--- src/rtl/cmd_mem_reader_pkg.sv ---
// Shared mailbox definitions for the command reader and the writer side:
// controller states, mailbox addresses and opcode values.
package cmd_mem_reader_pkg;

  typedef enum logic [2:0] {
    IDLE     = 3'd0,
    RD_OP    = 3'd1,
    WAIT_OP  = 3'd2,
    CHECK    = 3'd3,
    RD_POS   = 3'd4,
    WAIT_POS = 3'd5,
    PRESENT  = 3'd6,
    CLR      = 3'd7
  } state_t;

  localparam logic [15:0] MBOX_OP_ADDR  = 16'h0000;
  localparam logic [15:0] MBOX_POS_ADDR = 16'h0001;

  localparam logic [7:0] OP_NONE = 8'd0;
  localparam logic [7:0] OP_ALG1 = 8'd1;
  localparam logic [7:0] OP_ALG2 = 8'd2;

  function automatic logic op_is_valid(input logic [7:0] op);
    return (op == OP_ALG1) || (op == OP_ALG2);
  endfunction

endpackage

--- src/rtl/cmd_mem_reader.sv ---
// Polls the memory mailbox, decodes a pending command, presents it on a
// valid/ready handshake and then clears the mailbox opcode.
module cmd_mem_reader
  import cmd_mem_reader_pkg::*;
#(
  parameter int POLL_GAP = 4,
  parameter int MEM_LAT  = 1
) (
  input  logic        clk,
  input  logic        rst_n,
  output logic [15:0] mem_addr,
  output logic        mem_rd,
  input  logic [7:0]  mem_rdata,
  output logic        mem_we,
  output logic [7:0]  mem_wdata,
  output logic        cmd_valid,
  input  logic        cmd_ready,
  output logic [1:0]  cmd_alg,
  output logic [7:0]  cmd_bytePos,
  output logic        err
);

  localparam logic [7:0] GAP_LOAD = 8'(POLL_GAP);
  localparam logic [1:0] LAT_LAST = 2'(MEM_LAT - 1);

  state_t      state;
  state_t      state_nxt;
  logic [7:0]  gap_cnt;
  logic [1:0]  wait_cnt;
  logic        wait_last;
  logic        in_wait;
  logic [7:0]  opcode;

  assign in_wait   = (state == WAIT_OP) || (state == WAIT_POS);
  assign wait_last = (wait_cnt == LAT_LAST);

  // The gap counter reloads in every non-IDLE state, so IDLE always lasts POLL_GAP cycles.
  always_ff @(posedge clk or negedge rst_n) begin
    if (!rst_n) begin
      state    <= IDLE;
      gap_cnt  <= GAP_LOAD;
      wait_cnt <= 2'd0;
    end else begin
      state    <= state_nxt;
      gap_cnt  <= (state == IDLE) ? gap_cnt - 8'd1 : GAP_LOAD;
      wait_cnt <= (in_wait && !wait_last) ? wait_cnt + 2'd1 : 2'd0;
    end
  end

  always_ff @(posedge clk) begin
    if (state == WAIT_OP && wait_last) opcode <= mem_rdata;
  end

  // cmd_alg only follows an opcode that decodes to a real command.
  always_ff @(posedge clk or negedge rst_n) begin
    if (!rst_n) begin
      cmd_alg     <= 2'd0;
      cmd_bytePos <= 8'd0;
    end else begin
      if (state == CHECK && op_is_valid(opcode)) cmd_alg <= opcode[1:0];
      if (state == WAIT_POS && wait_last) cmd_bytePos <= mem_rdata;
    end
  end

  always_comb begin
    state_nxt = state;
    case (state)
      IDLE:     if (gap_cnt == 8'd1) state_nxt = RD_OP;
      RD_OP:    state_nxt = WAIT_OP;
      WAIT_OP:  if (wait_last) state_nxt = CHECK;
      CHECK: begin
        if (opcode == OP_NONE)        state_nxt = IDLE;
        else if (op_is_valid(opcode)) state_nxt = RD_POS;
        else                          state_nxt = CLR;
      end
      RD_POS:   state_nxt = WAIT_POS;
      WAIT_POS: if (wait_last) state_nxt = PRESENT;
      PRESENT:  if (cmd_ready) state_nxt = CLR;
      CLR:      state_nxt = IDLE;
      default:  state_nxt = IDLE;
    endcase
  end

  always_comb begin
    mem_rd    = 1'b0;
    mem_we    = 1'b0;
    mem_addr  = MBOX_OP_ADDR;
    mem_wdata = 8'd0;
    cmd_valid = 1'b0;
    err       = 1'b0;
    case (state)
      RD_OP:   mem_rd = 1'b1;
      RD_POS: begin
        mem_rd   = 1'b1;
        mem_addr = MBOX_POS_ADDR;
      end
      CHECK:   err = (opcode != OP_NONE) && !op_is_valid(opcode);
      PRESENT: cmd_valid = 1'b1;
      CLR:     mem_we = 1'b1;
      default: ;
    endcase
  end

endmodule

--- config.mk ---
export PLATFORM = sky130hd
export DESIGN_NAME = cmd_mem_reader
export DESIGN_NICKNAME = d
export VERILOG_FILES = /design/src/rtl/cmd_mem_reader_pkg.sv /design/src/rtl/cmd_mem_reader.sv
export SDC_FILE = /design/constraint.sdc
export NUM_CORES = 1
export LEC_CHECK = 0
export BUFFER_PORTS_ARGS = -buffer_cell sky130_fd_sc_hd__buf_4
export CORE_MARGIN = 3
export CORE_UTILIZATION = 46
export CTS_CLUSTER_DIAMETER = 80
export DETAILED_ROUTE_END_ITERATION = 8
export PLACE_DENSITY = 0.75
export SLEW_MARGIN = 40
export SYNTH_ARGS = -nofsm -noshare
export SYNTH_HDL_FRONTEND = slang
export SYNTH_SLANG_ARGS = --single-unit
--- constraint.sdc ---
create_clock -name clk -period 1.99 [get_ports clk]
set_input_delay 0.199 -clock clk [delete_from_list [all_inputs] [get_ports clk]]
set_output_delay 0.199 -clock clk [all_outputs]
set_load 0.01 [all_outputs]
* After elaboration in Yosys (flattened, before gate mapping)
Cells that the tools add are included.
** Word-level totals
- Logic and storage cells :: 51
- Input port bits :: 11
- Flip-flop bits (word level) :: 31
** Cells by class
- Multiplexer cells :: 14
- Reductions and logical operators :: 15
- Equal/unequal tests :: 14
- Add/sub/neg operators :: 2
** Operators by type and width (count)
- 3-bit case mux with 8 select lines :: 1
- 8-bit by 1-bit equality test with 1-bit output (second input constant) :: 2
- 3-bit two-way mux :: 5
- 3-bit equality test (second input constant) :: 4
- 8-bit by 2-bit equality test with 1-bit output (second input constant) :: 1
- 8-bit logical NOT :: 1
- 8-bit two-way mux :: 1
- 8-bit nonzero test :: 1
- 8-bit by 1-bit subtractor with 8-bit output (second input constant) :: 1
- 3-bit by 2-bit equality test with 1-bit output (second input constant) :: 2
- 2-bit != test (second input constant) :: 3
- 1-bit logical AND :: 5
- 1-bit two-way mux :: 5
- 2-bit two-way mux :: 2
- 4-bit AND reduction :: 1
- 3-bit by 1-bit equality test with 1-bit output (second input constant) :: 1
- 3-bit logical NOT :: 1
- 2-bit by 1-bit adder with 2-bit output (second input constant) :: 1
- 1-bit logical NOT :: 2
- 2-bit logical NOT :: 1
- 1-bit logical OR :: 2
- 2-bit by 1-bit != test with 1-bit output (second input constant) :: 1
- 2-bit OR reduction :: 1

* Depth between registers and ports, before layout
Gate-level depths: netlist of the first run.
- Depth after elaboration :: 5
- Depth in mapped cells :: 6
- Depth with buffers taken out :: 6

* Worst setup path after synthesis of the first run
OpenSTA, ideal clock, no wires.
- Path type :: reg-to-reg
- Start :: register state[0]
- End :: register opcode[0] (enable)
- Data required time :: 1.592 ns
- Setup time :: 0.398 ns
- Arrival :: 1.652 ns
- Slack :: -0.060 ns
- Cell stages (with the launch flop) :: 4
- Cell sequence :: dfrtp_1 -> buf_6 -> buf_2 -> nor4b_1
** Between the ends
- Word-level cells in the longest chain between the ends :: 2
** Ends and longest elaborated chain
- start: declaration :: line cmd_mem_reader.sv:26 : state_t state;
- start signal: assignment :: line cmd_mem_reader.sv:44 : state <= state_nxt;
- 3-bit by 2-bit equality test with 1-bit output :: line cmd_mem_reader.sv:51 : if (state == WAIT_OP && wait_last) opcode <= mem_rdata;
- 1-bit logical AND :: line cmd_mem_reader.sv:51
- end signal: assignment :: line cmd_mem_reader.sv:51
- end: declaration :: line cmd_mem_reader.sv:32 : logic [7:0] opcode;
Every way passes these cells.
A chain may end at the register's enable or synchronous reset.

* Worst setup path after layout of the first run
- Start :: register state[2]
- End :: output port err
** Between the ends
- Word-level cells in the longest chain between the ends :: 2
** Ends and longest elaborated chain
- 3-bit by 2-bit equality test with 1-bit output :: line cmd_mem_reader.sv:91 : case (state)
- 1-bit two-way mux :: line cmd_mem_reader.sv:91
- end: declaration :: line cmd_mem_reader.sv:20 : output logic err
Every way passes these cells.

==> flow_summary.ini, run 1 <==
[placement]
hpwlAfterDp_um = 2030
place.gp.congestion = 0.682
dp.cells = 207
io_buffers = 25

[pwr]
vdd_drop_max_mv = 0.589
power_density_nw_per_um2 = 1310
p_leak_uw = 0.000826

[detailed_routing]
ant_nets = 0
route.vias.total = 1035
first_pass_iters = 4
routed_wl_um = 2720
drtIter0Drc = 38
routedWlPerCell_um = 12.3
routed_via_density = 4.68
drc = 0

[grt]
gr-usage-all-layers_pct = 14.9
grt_pass1_vias = 1018
antenna_found_initial = 0
grt_pass1_wl_um = 4840
grt_max_degree = 24
gr-total-overflow = 0

[setup_path]
required_ns = 1.79
reg2regPathDepth = 6
r2r-start = wait_cnt[0]
cp-start-kind = flip-flop
crit_type = reg -> out
reg2reg_to = state[0]
worstPathMaxFanout = 12
arrival_ns = 1.63
r2r_slack_ns = 0.40
end_kind = primary output

[synthesis]
ys_warn_count = 0
async_flop_share_pct = 74.2
synth-edff-count = 8
synth_cell_types = 39
synthCells = 141
avgSynthCellArea_sq_um = 11.7
synth_seq_area_share_pct = 49.4
syn_area_sq_um = 1650
yosys_most_used_dff = dfrtp_1
synth_seq_cells = 31

[clock_tree]
numCtsBuffers = 5
cts_tree = yes
cts_setup_buffers = 0
clk_latency_ns = 0.34
cts_buffer_depth = 2
cts_htree_levels = 2
cts.sinks = 31
cts-root-buf = clkbuf_4
path_clk_slew_ns = 0.11

[floorplan]
fp-row-count = 21
die_x_um = 65.9
start_util_pct = 48.8
core_sq_um = 3390
io_pins = 49
dieHeight_um = 65.9
die_area_sq_um = 4350

[timing]
setup_violations = 0
fmax_ghz = 0.547
slew_headroom_pct = 64.9
fin_setup_tns_ns = 0
finalCriticalPeriod_ns = 1.83
hold_violations = 0
slew_viol_final = 0
tightest_slew_ns = 0.526
skew_ns = 0.0122
fin_crit_sh_pct = 91.8
rsz0062_at_grt = no

[final_layout]
nets = 188
postLayoutCoreUtil_pct = 55.9
fin_cells = 221
drive_above_1_share_pct = 28.6
area_growth_pct = 14.6
nFillCells = 280
diodes = 0

[min_path]
hold_end = opcode[3]
worst_hold_path.num_cells = 1
min_from = mem_rdata[3]
worstHoldPathType = in -> reg

[run]
max-cap-violations = 0

[outcome]
status = complete, no violations
-- critical path: stages, from the launching register on --
cell and delay (ns):
dfrtp_1 0.59, nand3b_4 0.27, a31oi_2 0.26, buf_4 0.17
-- what timing repair did --
action,in CTS,in global routing
setup endpoints to repair,0,1
hold buffers,1,5
resized for setup,0,1
endpoints found under the hold margin,23,5
-- cells by family (layout without fill, tap and decap cells) --
family                   Yosys count  in the layout  share of synthesized area (%)
XOR/XNOR                           6              6                           3.18
AND/OR/NAND/NOR                   44             44                           16.4
buffers and inverters             36             48                           15.3
other                              1             23                          0.227
flip-flops                        31             31                           49.4
multiplexers                       8              8                           5.45
AO/OA/AOI/OAI                     12             12                           7.80
adder cells (fa/ha/maj)            3              3                           2.27
-- per-stage QoR --
| stage | hold slack, ns | area (sq um) | setup WS [ns] | total power, uW |
|---|---|---|---|---|
| floorplan | -0.0966 | 1740 | 0.332 | 1870 |
| global placement | 0.103 | 1770 | 0.393 | 2050 |
| detailed placement | 0.111 | 1770 | 0.332 | 2110 |
| CTS | 0.0176 | 1840 | 0.0424 | 2500 |
| global route | 0.00175 | 1890 | 0.0734 | 2680 |
| finish | 0.0373 | 1890 | 0.162 | 2480 |
-- Yosys cell counts (3+ instances only) --
| cell | number | area [sq um] |
|---|---|---|
| mux2_1 | 7 | 78.8 |
| nand2_1 | 6 | 22.5 |
| ha_1 | 3 | 37.5 |
| buf_4 | 23 | 173 |
| nor3_1 | 5 | 25.0 |
| edfxtp_1 | 8 | 240 |
| nand3_1 | 3 | 15.0 |
| xnor2_1 | 4 | 35.0 |
| buf_6 | 4 | 45.0 |
| inv_1 | 6 | 22.5 |
| dfrtp_1 | 22 | 551 |
| nor2_1 | 18 | 67.6 |
-- where the power goes --
group / switching [uW] / leakage, uW / internal, uW
Clock: 240 / 0.0000278 / 141
Sequential: 251 / 0.000365 / 874
Combinational: 487 / 0.000434 / 486
Total: 977 / 0.000826 / 1500
-- placed cells by master (no fill, tap or decap), drive strengths merged, types with 3 or more instances in the layout --
| master | n |
|---|---|
| xnor2 | 4 |
| dfrtp | 22 |
| ha | 3 |
| nor2 | 18 |
| nand2 | 6 |
| buf | 26 |
| nand3 | 3 |
| nor4 | 3 |
| inv | 9 |
| nor3 | 5 |
| conb | 23 |
| mux2 | 8 |
| edfxtp | 8 |
| clkbuf | 5 |
| dlygate4sd3 | 6 |
| a31oi | 4 |
-- worst max path at each step --
| stage | end | slack, ns | cells past startpoint | from |
|---|---|---|---|---|
| global placement | state[1] | 0.39 | 4 | state[0] |
| finish | err | 0.16 | 3 | state[2] |
| detailed placement | state[1] | 0.33 | 4 | state[0] |
| floorplan | opcode[0] | 0.33 | 3 | state[0] |
| global route | err | 0.07 | 3 | state[2] |
| CTS | err | 0.04 | 3 | state[0] |
-- state kept, by name (all words and copies together), names as in the netlist --
register,cells
cmd_alg,2
opcode,8
state,3
wait_cnt,2
gap_cnt,8
cmd_bytePos,8
-- cell type report --
| cell class | instances | area (sq um) | area share, % |
|---|---|---|---|
| inverters | 8 | 30.0 | 1.59 |
| clock inverters | 3 | 23.8 | 1.25 |
| multi-input cells | 96 | 672 | 35.5 |
| well taps | 46 | 57.6 | 3.04 |
| clock buffers | 5 | 37.5 | 1.98 |
| repair buffers | 32 | 255 | 13.5 |
| flip-flops and latches | 31 | 818 | 43.2 |
-- per-layer routing --
metal	vias up	global-route usage [%]	share of wire, %
met3	5	5.10	7.2
met1	487	18.2	41
met4	0	6.09	1.5
met2	41	24.0	50
met5	-	0	0
li1	502	-	-
Power figures use the tool's default switching activity.
==> inputs of run 2 (changes only) <==
CORE_UTILIZATION = 51   (was 46)
MAX_ROUTING_LAYER = met4   (was not set)
PLACE_DENSITY = 0.79   (was 0.75)
clock period = 2.1 ns   (was 1.99 ns; I/O delays follow)
==> flow_summary.ini, run 2 (same netlist as run 1, synthesis figures left out) <==
[outcome]
status = complete, no violations

[placement]
placed_cell_area_sq_um = 1760
hpwlAfterDp_um = 1960
io_buffers = 25
place.gp.congestion = 0.798

[clock_tree]
cts_resized = 0
cts_setup_buffers = 0
ctsHoldBuffers = 1
cts_htree_levels = 2
cts-root-buf = clkbuf_4
cts_buffer_depth = 2
cts.sinks = 31
path_clk_slew_ns = 0.10
numCtsBuffers = 5
clk_latency_ns = 0.33
cts_tree = yes

[setup_path]
crit_type = reg -> out
critPathCapture = err
reg2regPathDepth = 4
r2r_slack_ns = 0.40
slowest_stage = dfrtp_1
max_stage_delay_ns = 0.78
reg2reg_to = state[1]
worstPathCellList = nand3b_4 > a31oi_2 > buf_4
arrival_ns = 1.71
worstPathMaxFanout = 17
required_ns = 1.89
cp-start-kind = flip-flop
end_kind = primary output
r2r-start = state[0]
crit_start = state[0]

[final_layout]
mostFrequentLayoutCells = buf_4, conb_1, dfrtp_1, nor2_1, edfxtp_1
area_growth_pct = 11.9
nets = 183
postLayoutCoreUtil_pct = 60.1
final_common_cell = buf_4
drive_above_1_share_pct = 27.6
diodes = 0
reg_top3 = cmd_bytePos (8), gap_cnt (8), opcode (8)
final_cell_area_sq_um = 1850

[detailed_routing]
wl_met3_um = 190
ant_nets = 0
drc = 0
routed_wl_um = 2600
route.vias.total = 1041
first_pass_iters = 6
routedWlPerCell_um = 12.1
m1WireLength_um = 1080
met2_length_um = 1280
routed_via_density = 4.86
route.top_layer_used = met4
drtIter0Drc = 43

[pwr]
power_density_nw_per_um2 = 1300
p_leak_uw = 0.000818
vdd_drop_max_mv = 0.623

[grt]
gr-total-overflow = 0
grt_pass1_wl_um = 4370
antenna_found_initial = 0
grt_pass1_vias = 987
gr-usage-all-layers_pct = 14.6
grt_max_degree = 24

[timing]
slew_headroom_pct = 56.3
rsz0062_at_grt = no
setup_violations = 0
slew_viol_final = 0
fin_setup_tns_ns = 0
fmax_ghz = 0.521
finalCriticalPeriod_ns = 1.92
fin_crit_sh_pct = 91.3
tightest_slew_ns = 0.655
skew_ns = 0.0124
hold_violations = 0

[floorplan]
die_x_um = 62.9
dieHeight_um = 62.9
core_sq_um = 3080
start_util_pct = 53.7
io_pins = 49
fp-row-count = 20
die_area_sq_um = 3960

[run]
max-cap-violations = 0

[min_path]
worstHoldPathType = in -> reg
-- run 2: area by class of cell --
class	count	area, sq um
clock buffers	5	37.5
repair buffers	27	205
multi-input cells	96	666
well taps	44	55.1
fillers	264	1230
flip-flops and latches	31	817
inverters	8	30.0
clock inverters	3	38.8
-- run 2: power breakdown --
group          leakage, uW  internal [uW]  switching, uW
Clock            0.0000426            245            202
Combinational     0.000410            449            451
Sequential        0.000366            826            235
-- run 2: how the worst min path moves through the flow --
stage	cells past startpoint	startpoint	end	slack, ns
3_3_place_gp	1	rst_n	state[0]	0.12
5_1_grt	1	mem_rdata[3]	opcode[3]	0.03
4_1_cts	1	mem_rdata[3]	opcode[3]	0.04
3_5_place_dp	1	rst_n	wait_cnt[0]	0.12
2_1_floorplan	0	rst_n	cmd_alg[0]	-0.09
6_report	1	mem_rdata[3]	opcode[3]	0.06
-- run 2: per-layer routing --
layer / GRT usage, % / vias up
met1: 15.9 / 496
met2: 23.6 / 48
li1: - / 490
met4: 8.26 / 0
met5: - / -
met3: 4.32 / 7
-- run 2: stage by stage --
step	instances	setup slack, ns	total power, uW	hold slack (ns)
2_1_floorplan	163	0.0503	1760	-0.0856
3_3_place_gp	205	0.526	1940	0.117
3_5_place_dp	205	0.455	1980	0.122
4_1_cts	214	0.186	2430	0.0444
5_1_grt	214	0.0894	2580	0.0332
6_report	214	0.182	2410	0.0574
-- run 2: worst max-delay path, delay by kind of cell, from the launching register on --
| family | cells | cell delay [ns] |
|---|---|---|
| and+or+nand+nor | 1 | 0.17 |
| buffers and inverters | 1 | 0.17 |
| DFF | 1 | 0.78 |
| AOI/OAI and AO/OA | 1 | 0.25 |
==> inputs of run 3 (changes only) <==
PLACE_DENSITY = 0.82   (was 0.79)
==> flow_summary.ini, run 3 (same netlist as run 1, synthesis figures left out) <==
[outcome]
status = complete, no violations

[detailed_routing]
routed_wl_um = 2750
ant_nets = 0
routedWlPerCell_um = 12.9
first_pass_iters = 4
route.vias.total = 1028
routed_via_density = 4.80
drc = 0
drtIter0Drc = 29

[floorplan]
die_x_um = 62.9
die_area_sq_um = 3960
start_util_pct = 53.7
io_pins = 49
core_sq_um = 3080
fp-row-count = 20
dieHeight_um = 62.9

[timing]
hold_violations = 0
tightest_slew_ns = 0.679
skew_ns = 0.0129
rsz0062_at_grt = no
fin_crit_sh_pct = 91.4
slew_viol_final = 0
fin_setup_tns_ns = 0
finalCriticalPeriod_ns = 1.92
fmax_ghz = 0.521
slew_headroom_pct = 54.8
setup_ws_ns = 0.181
setup_violations = 0

[min_path]
worst_hold_path.num_cells = 1
min_from = mem_rdata[4]
hold_end = opcode[4]
worstHoldPathType = in -> reg

[grt]
grt_max_degree = 24
grt_pass1_vias = 1063
gr-total-overflow = 0
grt_pass1_wl_um = 4710
gr-usage-all-layers_pct = 16.3
antenna_found_initial = 0

[setup_path]
reg2reg_to = state[1]
r2r-start = state[0]
end_kind = primary output
required_ns = 1.89
r2r_slack_ns = 0.46
cp-start-kind = flip-flop
crit_type = reg -> out
arrival_ns = 1.71
worstPathMaxFanout = 17
reg2regPathDepth = 4

[clock_tree]
path_clk_slew_ns = 0.10
cts_buffer_depth = 2
cts_tree = yes
clk_latency_ns = 0.34
cts_htree_levels = 2
cts_resized = 0
numCtsBuffers = 5
cts-root-buf = clkbuf_4
cts.sinks = 31

[pwr]
p_leak_uw = 0.000821
power_density_nw_per_um2 = 1310
p_total_uw = 2430
vdd_drop_max_mv = 0.597

[placement]
io_buffers = 25
place.gp.congestion = 0.713
pre_cts_slack_ns = 0.475
hpwlAfterDp_um = 2020

[final_layout]
mostFrequentLayoutCells = buf_4, conb_1, dfrtp_1, nor2_1, edfxtp_1
reg_top3 = cmd_bytePos (8), gap_cnt (8), opcode (8)
drive_above_1_share_pct = 28.2
final_common_cell = buf_4
seqCellArea_sq_um = 817
multi_input_area_sq_um = 672
diodes = 0
nFillCells = 256
nets = 183
area_growth_pct = 12.3

[run]
max-cap-violations = 0
run 3: cell type report:
class,count,area share [%]
clock buffer,5,2.02
sequential,31,44.0
inverter,8,1.62
tap,44,2.97
timing repair buffer,27,11.1
multi-input combinational,96,36.2
clock inverter,3,2.09
run 3: layer usage:
layer | GRT usage, % | part of all wire (%) | vias to the layer above
li1 | - | - | 492
met1 | 16.6 | 39 | 487
met2 | 26.4 | 51 | 44
met3 | 7.37 | 7.6 | 5
met4 | 8.54 | 1.9 | 0
met5 | - | 0 | -
run 3: power breakdown:
group          total [uW]  internal, uW  leakage, uW  switching (uW)
Combinational         911           455     0.000413             456
Clock                 444           245    0.0000426             200
Sequential           1070           827     0.000366             245
Total                2430          1530     0.000821             900
run 3: timing repair:
action | in CTS | in global routing
hold buffers | 1 | 0
hold endpoints to repair | 22 | 0
buffers inserted | 0 | 0
run 3: worst max-delay path, cell delays in order, from the launching register on:
cell and delay [ns]:
dfrtp_1 0.79, nand3b_4 0.16, a31oi_2 0.26, buf_4 0.17
run 3: stage by stage:
| stage | hold WS, ns | utilization (%) | instances | area (sq um) |
|---|---|---|---|---|
| floorplan | -0.0856 | - | 163 | 1740 |
| global placement | 0.113 | 57.5 | 205 | 1770 |
| detailed placement | 0.126 | 57.5 | 205 | 1770 |
| CTS | 0.0337 | 60.3 | 214 | 1860 |
| global route | 0.0182 | 60.3 | 214 | 1860 |
| finish | 0.0463 | 60.3 | 214 | 1860 |
run 3: worst max-delay path by stage:
stage,from,end,slack [ns]
after floorplan,state[0],opcode[0],0.05
after global placement,state[0],state[0],0.52
after detailed placement,state[0],state[0],0.47
after CTS,state[0],err,0.18
after global routing,state[0],err,0.05
final,state[0],err,0.18
